**src/rtl/spiflash_pkg.sv**
```systemverilog
// Shared types and constants for the single-bit SPI flash responder.
package spiflash_pkg;

  typedef enum logic [2:0] {
    IDLE,
    CMD,
    ADDR,
    DATA,
    ID,
    IGNORE
  } state_e;

  localparam logic [7:0]  CMD_READ  = 8'h03;
  localparam logic [7:0]  CMD_RDID  = 8'h9F;
  localparam int unsigned BIT_CNT_W = 5;
  localparam int unsigned ADDR_SH_W = 24;

  // Selects one of the three JEDEC ID bytes, MSB byte first.
  function automatic logic [7:0] id_byte(input logic [23:0] id, input logic [1:0] idx);
    logic [7:0] b;
    case (idx)
      2'd0:    b = id[23:16];
      2'd1:    b = id[15:8];
      2'd2:    b = id[7:0];
      default: b = id[23:16];
    endcase
    return b;
  endfunction

endpackage

```
**src/rtl/spi_pin_sync.sv**
```systemverilog
// Two-flop synchronisers for the SPI pins plus SCK edge pulses, all on the system clock.
module spi_pin_sync (
  input  logic clk_i,
  input  logic rst_ni,
  input  logic csb_i,
  input  logic sck_i,
  input  logic io0_i,
  output logic csb_o,
  output logic io0_o,
  output logic sck_rise_c,
  output logic sck_fall_c
);

  logic csb_meta_q, csb_q;
  logic sck_meta_q, sck_q, sck_dly_q;
  logic io0_meta_q, io0_q;

  // CSB resets high so a low CSB at reset release is treated as a fresh select.
  always_ff @(posedge clk_i or negedge rst_ni) begin
    if (!rst_ni) begin
      csb_meta_q <= 1'b1;
      csb_q      <= 1'b1;
      sck_meta_q <= 1'b0;
      sck_q      <= 1'b0;
      sck_dly_q  <= 1'b0;
      io0_meta_q <= 1'b0;
      io0_q      <= 1'b0;
    end else begin
      csb_meta_q <= csb_i;
      csb_q      <= csb_meta_q;
      sck_meta_q <= sck_i;
      sck_q      <= sck_meta_q;
      sck_dly_q  <= sck_q;
      io0_meta_q <= io0_i;
      io0_q      <= io0_meta_q;
    end
  end

  assign csb_o      = csb_q;
  assign io0_o      = io0_q;
  assign sck_rise_c = sck_q & ~sck_dly_q;
  assign sck_fall_c = ~sck_q & sck_dly_q;

endmodule

```
**src/rtl/spiflash_responder.sv**
```systemverilog
// SPI flash responder (mode 0, single bit): answers READ from a byte memory port and JEDEC ID.
module spiflash_responder
  import spiflash_pkg::*;
#(
  parameter int unsigned ADDR_W   = 10,
  parameter logic [23:0] JEDEC_ID = 24'hEF4018
) (
  input  logic              wb_clk_i,
  input  logic              wb_rstn_i,
  input  logic              flash_csb,
  input  logic              flash_clk,
  input  logic              flash_io0_di,
  output logic              flash_io1_do,
  output logic              flash_io1_oeb,
  output logic              mem_rd_o,
  output logic [ADDR_W-1:0] mem_addr_o,
  input  logic [7:0]        mem_rdata_i,
  output logic              busy_o,
  output logic [7:0]        cmd_o
);

  logic csb_s, io0_s, sck_rise, sck_fall;

  spi_pin_sync u_sync (
    .clk_i      (wb_clk_i),
    .rst_ni     (wb_rstn_i),
    .csb_i      (flash_csb),
    .sck_i      (flash_clk),
    .io0_i      (flash_io0_di),
    .csb_o      (csb_s),
    .io0_o      (io0_s),
    .sck_rise_c (sck_rise),
    .sck_fall_c (sck_fall)
  );

  state_e               state_q, state_d;
  logic [BIT_CNT_W-1:0] bit_cnt_q, bit_cnt_d;
  // The final address bit comes straight from io0, so only 23 bits are stored.
  logic [ADDR_SH_W-2:0] addr_sh_q, addr_sh_d;
  logic [7:0]           tx_sh_q, tx_sh_d;
  logic [1:0]           id_idx_q, id_idx_d;
  logic [7:0]           cmd_q, cmd_d;
  logic [ADDR_W-1:0]    addr_q, addr_d;
  logic                 rd_q, rd_d;
  logic                 pend_q, pend_d;
  logic                 do_q, do_d;
  logic                 oeb_q, oeb_d;
  logic                 busy_q, busy_d;

  logic [ADDR_SH_W-1:0] shift_in;
  logic [1:0]           id_nxt;

  always_ff @(posedge wb_clk_i or negedge wb_rstn_i) begin
    if (!wb_rstn_i) begin
      state_q   <= IDLE;
      bit_cnt_q <= '0;
      addr_sh_q <= '0;
      tx_sh_q   <= '0;
      id_idx_q  <= '0;
      cmd_q     <= '0;
      addr_q    <= '0;
      rd_q      <= 1'b0;
      pend_q    <= 1'b0;
      do_q      <= 1'b0;
      oeb_q     <= 1'b1;
      busy_q    <= 1'b0;
    end else begin
      state_q   <= state_d;
      bit_cnt_q <= bit_cnt_d;
      addr_sh_q <= addr_sh_d;
      tx_sh_q   <= tx_sh_d;
      id_idx_q  <= id_idx_d;
      cmd_q     <= cmd_d;
      addr_q    <= addr_d;
      rd_q      <= rd_d;
      pend_q    <= pend_d;
      do_q      <= do_d;
      oeb_q     <= oeb_d;
      busy_q    <= busy_d;
    end
  end

  always_comb begin
    state_d   = state_q;
    bit_cnt_d = bit_cnt_q;
    addr_sh_d = addr_sh_q;
    tx_sh_d   = tx_sh_q;
    id_idx_d  = id_idx_q;
    cmd_d     = cmd_q;
    addr_d    = addr_q;
    do_d      = do_q;
    oeb_d     = oeb_q;
    rd_d      = 1'b0;
    pend_d    = rd_q;
    busy_d    = ~csb_s;
    shift_in  = {addr_sh_q, io0_s};
    id_nxt    = (id_idx_q == 2'd2) ? 2'd0 : id_idx_q + 2'd1;

    // Memory data arrives the cycle after the read strobe.
    if (pend_q) tx_sh_d = mem_rdata_i;

    // Deselect overrides any SCK activity in the same cycle.
    if (csb_s) begin
      state_d   = IDLE;
      bit_cnt_d = '0;
      tx_sh_d   = '0;
      id_idx_d  = '0;
      do_d      = 1'b0;
      oeb_d     = 1'b1;
      pend_d    = 1'b0;
    end else begin
      case (state_q)
        IDLE: begin
          state_d   = CMD;
          bit_cnt_d = '0;
        end
        CMD: begin
          if (sck_rise) begin
            addr_sh_d = shift_in[ADDR_SH_W-2:0];
            bit_cnt_d = bit_cnt_q + BIT_CNT_W'(1);
            if (bit_cnt_q == BIT_CNT_W'(7)) begin
              bit_cnt_d = '0;
              cmd_d     = shift_in[7:0];
              if (shift_in[7:0] == CMD_READ) begin
                state_d = ADDR;
              end else if (shift_in[7:0] == CMD_RDID) begin
                state_d  = ID;
                id_idx_d = 2'd0;
                tx_sh_d  = id_byte(JEDEC_ID, 2'd0);
              end else begin
                state_d = IGNORE;
              end
            end
          end
        end
        ADDR: begin
          if (sck_rise) begin
            addr_sh_d = shift_in[ADDR_SH_W-2:0];
            bit_cnt_d = bit_cnt_q + BIT_CNT_W'(1);
            if (bit_cnt_q == BIT_CNT_W'(23)) begin
              bit_cnt_d = '0;
              addr_d    = shift_in[ADDR_W-1:0];
              rd_d      = 1'b1;
              state_d   = DATA;
            end
          end
        end
        DATA, ID: begin
          if (sck_fall) begin
            do_d    = tx_sh_q[7];
            tx_sh_d = {tx_sh_q[6:0], 1'b0};
            oeb_d   = 1'b0;
          end else if (sck_rise) begin
            bit_cnt_d = bit_cnt_q + BIT_CNT_W'(1);
            if (bit_cnt_q == BIT_CNT_W'(7)) begin
              bit_cnt_d = '0;
              if (state_q == DATA) begin
                addr_d = addr_q + ADDR_W'(1);
                rd_d   = 1'b1;
              end else begin
                id_idx_d = id_nxt;
                tx_sh_d  = id_byte(JEDEC_ID, id_nxt);
              end
            end
          end
        end
        IGNORE: begin
          oeb_d = 1'b1;
        end
        default: state_d = IDLE;
      endcase
    end
  end

  assign flash_io1_do  = do_q;
  assign flash_io1_oeb = oeb_q;
  assign mem_rd_o      = rd_q;
  assign mem_addr_o    = addr_q;
  assign busy_o        = busy_q;
  assign cmd_o         = cmd_q;

endmodule

```
**config.mk**
```make
export PLATFORM = sky130hd
export DESIGN_NAME = spiflash_responder
export DESIGN_NICKNAME = d
export VERILOG_FILES = /design/src/rtl/spiflash_pkg.sv /design/src/rtl/spi_pin_sync.sv /design/src/rtl/spiflash_responder.sv
export SDC_FILE = /design/constraint.sdc
export NUM_CORES = 1
export LEC_CHECK = 0
export BUFFER_PORTS_ARGS = -buffer_cell sky130_fd_sc_hd__buf_2
export CAP_MARGIN = 20
export CORE_MARGIN = 4
export CORE_UTILIZATION = 46
export DETAILED_ROUTE_END_ITERATION = 8
export GPL_TIMING_DRIVEN = 0
export PLACE_DENSITY = 0.71
export SYNTH_ARGS = -nofsm -noshare
export SYNTH_HDL_FRONTEND = slang
export SYNTH_HIERARCHICAL = 1
export SYNTH_SLANG_ARGS = --single-unit
export TNS_END_PERCENT = 20
```
**constraint.sdc**
```tcl
create_clock -name wb_clk_i -period 4.5 [get_ports wb_clk_i]
set_input_delay 0.45 -clock wb_clk_i [delete_from_list [all_inputs] [get_ports wb_clk_i]]
set_output_delay 0.45 -clock wb_clk_i [all_outputs]
set_load 0.05 [all_outputs]
```
After elaboration in Yosys (flattened, before gate mapping)
Cells that the tools add are included.

Bits in registers: 57. Logic and storage cells: 135. Input bits: 13.

Eq/ne operators: 30. Mux-type cells: 60. Reductions and logical operators: 18. $add $sub $neg: 3. Bitwise gates (word level): 5.

Operators by type and width (number): 8-bit 2-to-1 mux (10); 10-bit 2-to-1 mux (6); 3-bit by 2-bit != test with 1-bit output, second input constant (11); 8-bit one-hot mux with 2 select lines (2); 5-bit 2-to-1 mux (6); 2-bit 2-to-1 mux (10); 10-bit one-hot mux with 2 select lines (1); 5-bit one-hot mux with 4 select lines (1); 3-bit 2-to-1 mux (6); 1-bit 2-to-1 mux (14); 2-bit != test, second input constant (6); 3-bit one-hot mux with 4 select lines (1); 10-bit by 1-bit adder with 10-bit output, second input constant (1); 9-bit AND reduction (1); 8-bit by 2-bit == test with 1-bit output, second input constant (1); 8-bit == test, second input constant (1); 8-bit AND reduction (1); 3-bit by 2-bit == test with 1-bit output, second input constant (2); 3-bit == test, second input constant (2); 3-bit AND reduction (2); 2-bit nonzero test (3); 3-bit nonzero test (2); 5-bit by 1-bit adder with 5-bit output, second input constant (1); 5-bit by 3-bit == test with 1-bit output, second input constant (1); other kinds (17) (24).

Logic depth before layout (Yosys ltp)
Gate-level depths: netlist of the first run.

Depth in word-level cells: 10. Gate-level depth with buffers: 8.

Cells and area by module
Netlist of the first run, hierarchy kept.

By module, submodules not included: spiflash_responder (sequential area each 1252.5 sq um, area each 2954.1 sq um, times used 1, cells an instance 308); spi_pin_sync (sequential area each 177.7 sq um, area each 192.7 sq um, times used 1, cells an instance 9).

Worst setup path after synthesis of the first run
OpenSTA, ideal clock, no wires.

Path type: register to register. From: reg addr_q[0], in the netlist mem_addr_o[0]. To: reg addr_q[8], in the netlist mem_addr_o[8]. Required time: 4374 ps. Arrival: 1693 ps. Library setup time: 126 ps. Cell stages (with the launch flop): 7. Buffers on the path: 0. Path slack: 2681 ps. Cell sequence: dfrtp_1 ha_1 and3_1 nand3_1 or3_1 o21ai_1 a21oi_1.

Cells in the longest elaborated chain, start to end: 6.

Ends and longest elaborated chain: start, declared (line spiflash_responder.sv:43) `logic [ADDR_W-1:0] addr_q, addr_d;`; start signal, assigned (line spiflash_responder.sv:74) `addr_q <= addr_d;`; 10-bit by 1-bit adder with 10-bit output (line spiflash_responder.sv:158) `addr_d = addr_q + ADDR_W'(1);`; 10-bit 2-to-1 mux (line spiflash_responder.sv:157) `if (state_q == DATA) begin`; 10-bit 2-to-1 mux (line spiflash_responder.sv:155) `if (bit_cnt_q == BIT_CNT_W'(7)) begin`; 10-bit 2-to-1 mux (line spiflash_responder.sv:153) `end else if (sck_rise) begin`; 10-bit 2-to-1 mux (line spiflash_responder.sv:149) `if (sck_fall) begin`; 10-bit one-hot mux with 2 select lines (line spiflash_responder.sv:112) `case (state_q)`.

No other way between the ends. The select of a mux whose other input is x is not followed. A chain may end at the register's enable or synchronous reset.

Final worst setup path of the first run
From: reg u_sync.sck_q. To: reg addr_q[1], in the netlist mem_addr_o[1].

Elaborated cells between the ends (all ways): 7. Those cells by class: 3 x eq/ne; 3 x bitwise; 1 x reduce/logical.

RTL lines: start, declared (line spi_pin_sync.sv:15) `logic sck_meta_q, sck_q, sck_dly_q;`; start signal, assigned (line spi_pin_sync.sv:32) `sck_q <= sck_meta_q;`; 1-bit bitwise AND (*) (line spi_pin_sync.sv:41) `assign sck_rise_c = sck_q & ~sck_dly_q;`; net sck_rise (line spiflash_responder.sv:22) `logic csb_s, io0_s, sck_rise, sck_fall;`; 2-bit != test (no line); 8-bit AND reduction (no line) (*).

Mark *: on every way through the listed nets, which the timed path passes. The rest lies on a longest branch.

==> results of run 1 <==
through the flow:
step	power, mW	cells	hold slack (ps)	setup slack (ps)
4_1_cts	1.37	445	46.1	2460
3_3_place_gp	0.872	428	334	2510
6_report	1.36	445	38.4	2460
3_5_place_dp	0.883	429	346	2480
5_1_grt	1.43	445	59.9	2290
2_1_floorplan	0.806	317	154	2680
how the worst max path moves through the flow:
stage,cells after the start,endpoint,from
2_1_floorplan,6,mem_addr_o[8],mem_addr_o[0]
3_3_place_gp,5,mem_addr_o[1],u_sync/sck_q
3_5_place_dp,5,cmd_o[6],u_sync/sck_q
4_1_cts,5,mem_addr_o[1],u_sync/sck_q
5_1_grt,5,cmd_o[2],u_sync/sck_q
6_report,5,mem_addr_o[1],u_sync/sck_q
per-layer routing:
metal | wire length, um | up-vias | part of all wire [%]
met1 | 3230 | 1247 | 46
met3 | 381 | 7 | 5.4
met5 | 0 | - | 0
met4 | 89 | 0 | 1.3
met2 | 3340 | 59 | 47
li1 | - | 1256 | -
registers in the layout (all words and copies together) (netlist names), 2 cells and up:
signal,count
mem_addr_o,10
addr_sh_q,9
cmd_o,8
tx_sh_q,8
bit_cnt_q,5
state_q,3
id_idx_q,2
kinds of logic after synthesis:
group                    share of synthesized area (%)
AND/OR/NAND/NOR                                   21.6
buffers and inverters                             3.94
multiplexers                                      9.46
flip-flops                                        45.4
XOR/XNOR                                         0.278
adder cells (fa/ha/maj)                          0.795
AO/OA/AOI/OAI                                     18.5
power breakdown:
part / leakage [nW] / internal, mW / switching (mW) / total (mW)
registers: 0.760 / 0.557 / 0.0570 / 0.614
logic: 0.799 / 0.113 / 0.147 / 0.260
clock network: 0.0929 / 0.257 / 0.225 / 0.482
total: 1.65 / 0.928 / 0.428 / 1.36
area by class of cell:
cell class                 count  area (um^2)
buffer                        16         97.6
clock buffer                  10          128
clock inverter                 6         67.6
fill                         575         2870
inverter                       7         26.3
multi-input combinational    237         1590
sequential                    57         1430
tap                           77         96.3
timing repair buffer          35          190
synthesized netlist by cell type, types with 5 or more instances:
cell / count
mux2i_1: 5
inv_1: 7
nand3_1: 18
a21oi_1: 32
dfrtp_1: 54
nand2_1: 23
o21ai_0: 15
buf_2: 9
mux2_2: 22
nand2b_1: 5
nor2_1: 28
o21ai_1: 16
critical path: stages (launching register included):
cell,delay (ps)
dfrtp_1,350
nor2b_1,440
and4b_1,310
o2111a_1,220
buf_2,240
mux2_2,360
==> run metrics, run 1 <==
result of the run=completed; Starting Density=48.4%; Post-DRT Antenna Nets=0; overall via count from detail_route=2569; pin slew with the least headroom to its limit=548 ps; total congestion overflow=0; final RePlAce weighted congestion=0.867; number of iterations in the first detailed-routing pass=4; global-route met1 utilization=23.4%; area of the mapped netlist=3150 um^2; total power density per cell area=374 nW/um^2; routing usage on met2=28.4%; fin crit period=2040 ps; worst IR drop on VDD=0.000246 V; leading area contributor after synthesis=dfrtp_1; commonest non-fill, non-tap cells in the layout=dfrtp_1 (54), buf_2 (43), a21oi_1 (32); startpoint of the lowest-slack register-to-register path=u_sync/sck_q; Fin Clk Skew=5.86 ps; Yosys warning count=6; Post-synth EDFFs=0; area share of the largest cell type after synthesis=42.9%; total routed wirelength=7050 um; category of the most critical setup path=reg -> reg; die width=90.7 um; Max Slew Vio Count=0; die area=8230 um^2; hold violation total from the final report=0; CP endpoint kind=register; sequential cell area fraction in the yosys report=45.4%; number of global-route vias before repair=2484; PortBufs=34; proportion of synthesized flip-flops having asynchronous set or reset=100%; I/O pin total=35; Routed WL per cell=15.8 um; maximum capacitance violations=0; share of the clock period used by the worst path after layout=45.3%; post-CTS sizing=0; hold buffer count at cts=0; total number of placement rows=29; most utilized layer in the global route result=met2; met3 demand-to-capacity share in global routing=5.25%; worst slew slack as a fraction of its limit=63.4%; Mapped Cells=317; mean number of vias per cell=5.77; wire length of the first global-routing pass=11900 um; Residual DRC=0; TritonCTS buffer count=9; post-route cell area=3630 um^2; Highest Clock Rate=491 MHz; count of distinct cell types in the synthesized netlist=69; number of DRC violations after detailed-routing iteration 0=153; area delta synth->final=15.3%; clk sinks=57; end of the worst register-to-register path=mem_addr_o[1]; Die H=90.7 um; share of the core filled with cells=55.9%; prevailing post-synth register cell=dfrtp_1; count of H-tree levels built during CTS=3; Max clock buf depth=2; Clk pin slew, worst setup/hold paths=70 ps; total routing resource utilization after global routing=17.8%; antenna cells=0; clock tree from TritonCTS=built; Setup violations, final=0; sum of negative setup slack=0 ps; Mapped Nets=332; class of the tightest hold or removal check=in -> async; depth of the worst register-to-register path=5; Clock Root Buffer=clkbuf_8; layout cells sized above 1=29.6%; worst setup slack for register-to-register paths=2460 ps; cells taking the most area after synthesis=dfrtp_1 (43%), mux2_2 (7.9%), a21oi_1 (5.1%); initial antenna violation count=0; Core Box Area=6490 um^2; largest net degree at the start of global routing=42; leakage power total=1.65 nW; placed cell areas=3430 um^2; syn avg cell area=9.93 um^2; required time reported for the critical path endpoint=4730 ps; most frequent standard cell in the layout excluding fill and tap cells=dfrtp_1; largest fanout of any net on the critical path=10; total number of nets in the final design=378; latest clock arrival within the worst-skew pair=340 ps; type of element launching the critical path=register; setup repair after global routing missed its margin=false; Worst EP arrival=2270 ps; number of buffers inserted to repair setup after CTS=0; post-synthesis register bit count=57; half-perimeter wire length after detailed placement=4940 um
(Power assumes the default switching activity.)
==> run 2: changes to the inputs <==
Settings changed: ABC_AREA from default to 1.
Clock period 4.5 ns to 1.95 ns, I/O delays scaled along.
==> run 2 against run 1 <==
Compared with the run above:
- count of clock-buffer cells in the layout did not move
- maximum frequency rose by 11%
- die area rose by 4.3%
- utilization rose by 0.58 points
- combinational power rose to 6.9 times the previous value
- critical path type unchanged
- critical endpoint is now cmd_o[1]
- highest routed layer unchanged
==> run metrics, run 2 <==
result of the run=completed; die area=8580 um^2; worst IR drop on VDD=0.000708 V; TritonCTS buffer count=9; Routed WL per cell=13.5 um; sequential cell area fraction in the yosys report=43.4%; total number of placement rows=30; post-route cell area=3880 um^2; number of DRC violations after detailed-routing iteration 0=181; Core Box Area=6870 um^2; Highest Clock Rate=543 MHz; die width=92.6 um; count of distinct cell types in the synthesized netlist=34; leakage power total=2.04 nW; Die H=92.6 um; wire length of the first global-routing pass=13700 um; Max Slew Vio Count=0; total routing resource utilization after global routing=20.0%; post-synthesis register bit count=57; area of the mapped netlist=3290 um^2; number of iterations in the first detailed-routing pass=6; share of the clock period used by the worst path after layout=94.4%; total power density per cell area=1130 nW/um^2; portion of total power attributed to the clock network=24.9%; leading area contributor after synthesis=dfrtp_1; PortBufs=34; largest fanout of any net on the critical path=10; largest net degree at the start of global routing=33; final RePlAce weighted congestion=0.877; non-filler cells, final=609; sequential cell fraction of total power=34.1%; commonest non-fill, non-tap cells in the layout=nand2_1 (131), dfrtp_1 (54), inv_1 (52); design internal power=2.53 mW; CP endpoint kind=register; fin crit period=1840 ps; most frequent standard cell in the layout excluding fill and tap cells=nand2_1; total routed wirelength=8200 um; layout cells sized above 1=19.5%; area share of the largest cell type after synthesis=41.0%; Starting Density=48.0%; placed cell areas=3600 um^2; overall via count from detail_route=3184; top cells by count, synth=nand2_1 (131), dfrtp_1 (54), inv_1 (52), nand3_1 (43), o21ai_0 (42); I/O pin total=35; switching power share of the total=42.3%; total congestion overflow=0; startpoint of the lowest-slack register-to-register path=bit_cnt_q[0]; number of flip-flops in the largest register=10; most common cell in the synthesized netlist=nand2_1; Post-synth EDFFs=0; cells taking the most area after synthesis=dfrtp_1 (41%), nand2_1 (15%), nand3_1 (6.5%); mean number of vias per cell=5.23; Fin Clk Skew=10.1 ps; initial antenna violation count=0; Setup violations, final=0; Post-DRT Antenna Nets=0; pin slew with the least headroom to its limit=602 ps; Worst EP arrival=2070 ps; Mapped Nets=471; latest clock arrival within the worst-skew pair=340 ps; area delta synth->final=17.7%; Clock Root Buffer=clkbuf_8; Clk pin slew, worst setup/hold paths=70 ps; proportion of synthesized flip-flops having asynchronous set or reset=100%; HP Start=mem_rdata_i[4]; clock tree from TritonCTS=built; prevailing post-synth register cell=dfrtp_1; number of global-route vias before repair=3020; hold violation total from the final report=0; maximum capacitance violations=0; critical path launch point=bit_cnt_q[0]; worst slew slack as a fraction of its limit=59.9%; Yosys warning count=6; Mapped Cells=456; class of the tightest hold or removal check=in -> reg; fill cell count=658; syn avg cell area=7.22 um^2; type of element launching the critical path=register; count of H-tree levels built during CTS=3; antenna cells=0; total instance count after detailed placement=587; Comb pwr share=41.0%; total number of nets in the final design=523; setup repair after global routing missed its margin=true; category of the most critical setup path=reg -> reg; Residual DRC=0; half-perimeter wire length after detailed placement=5990 um; required time reported for the critical path endpoint=2180 ps; clk sinks=57; reported net switching power=1.85 mW; Max clock buf depth=2
## run 2: power groups by stage
stage	logic, mW	clock network (mW)	registers [mW]
after floorplan	1.22	0	1.63
after global placement	1.71	0	1.51
after detailed placement	1.75	0	1.52
after CTS	1.77	1.12	1.49
after global routing	2.03	1.18	1.52
final	1.80	1.09	1.49
## run 2: timing repair
item | 4_1_cts | 5_1_grt
setup endpoints to repair | 0 | 31
hold endpoints to repair | 27 | 0
setup buffers | 0 | 2
hold buffers | 4 | 0
resized for setup | 0 | 6
## run 2: kinds of logic after synthesis
| group | Yosys count | share of synthesized area [%] |
|---|---|---|
| AOI/OAI and AO/OA | 78 | 12.3 |
| xor gates and xnor gates | 4 | 1.06 |
| adders and majority gates | 2 | 0.759 |
| buffers and inverters | 71 | 8.70 |
| DFF | 57 | 43.4 |
| muxes | 1 | 0.342 |
| and+or+nand+nor | 243 | 33.4 |
## run 2: cell type report
cell class / count / area, um^2 / area share (%)
flip-flops and latches: 57 / 1430 / 36.9
repair buffers: 41 / 245 / 6.32
clock inverters: 6 / 67.6 / 1.74
plain buffers: 10 / 57.6 / 1.48
clock buffers: 10 / 128 / 3.29
inverters: 61 / 229 / 5.91
well taps: 96 / 120 / 3.10
multi-input cells: 328 / 1600 / 41.3
## run 2: path summary, 6_finish.rpt
| path | endpoint | slack [ps] | depth (start not counted) |
|---|---|---|---|
| min | tx_sh_q[4] | 270 | 5 |
| min reg2reg | u_sync/sck_q | 360 | 0 |
| min in group asynchronous | tx_sh_q[3] | 400 | 2 |
| max | cmd_o[1] | 110 | 7 |
| max reg2reg | cmd_o[1] | 110 | 7 |
| max in group asynchronous | u_sync/csb_meta_q | 920 | 3 |
## run 2: layer usage
layer | vias up | track usage (%) | wire [um]
met5 | - | 0 | 0
met4 | 0 | 6.23 | 145
met3 | 16 | 5.77 | 561
met2 | 106 | 34.0 | 3990
met1 | 1497 | 24.6 | 3500
li1 | 1565 | - | -
## run 2: worst max-delay path: stages (launching register included)
cell     delay [ps]
dfrtp_1         390
ha_2            240
nand2_2         110
nor3_4          280
nand3_1         310
buf_2           270
nand2_1          60
o21ai_0          70
## run 2: metrics by stage
step | setup TNS [ps] | hold slack (ps) | worst slack, ps | util (%) | power (mW)
detailed placement | 0 | 237 | 76.1 | 52.5 | 3.26
finish | 0 | 274 | 109 | 56.4 | 4.38
global route | -65.1 | 323 | -28.4 | 56.4 | 4.73
global placement | 0 | 303 | 120 | 52.2 | 3.22
CTS | 0 | 264 | 52.6 | 55.9 | 4.38
floorplan | 0 | -101 | 215 | - | 2.85
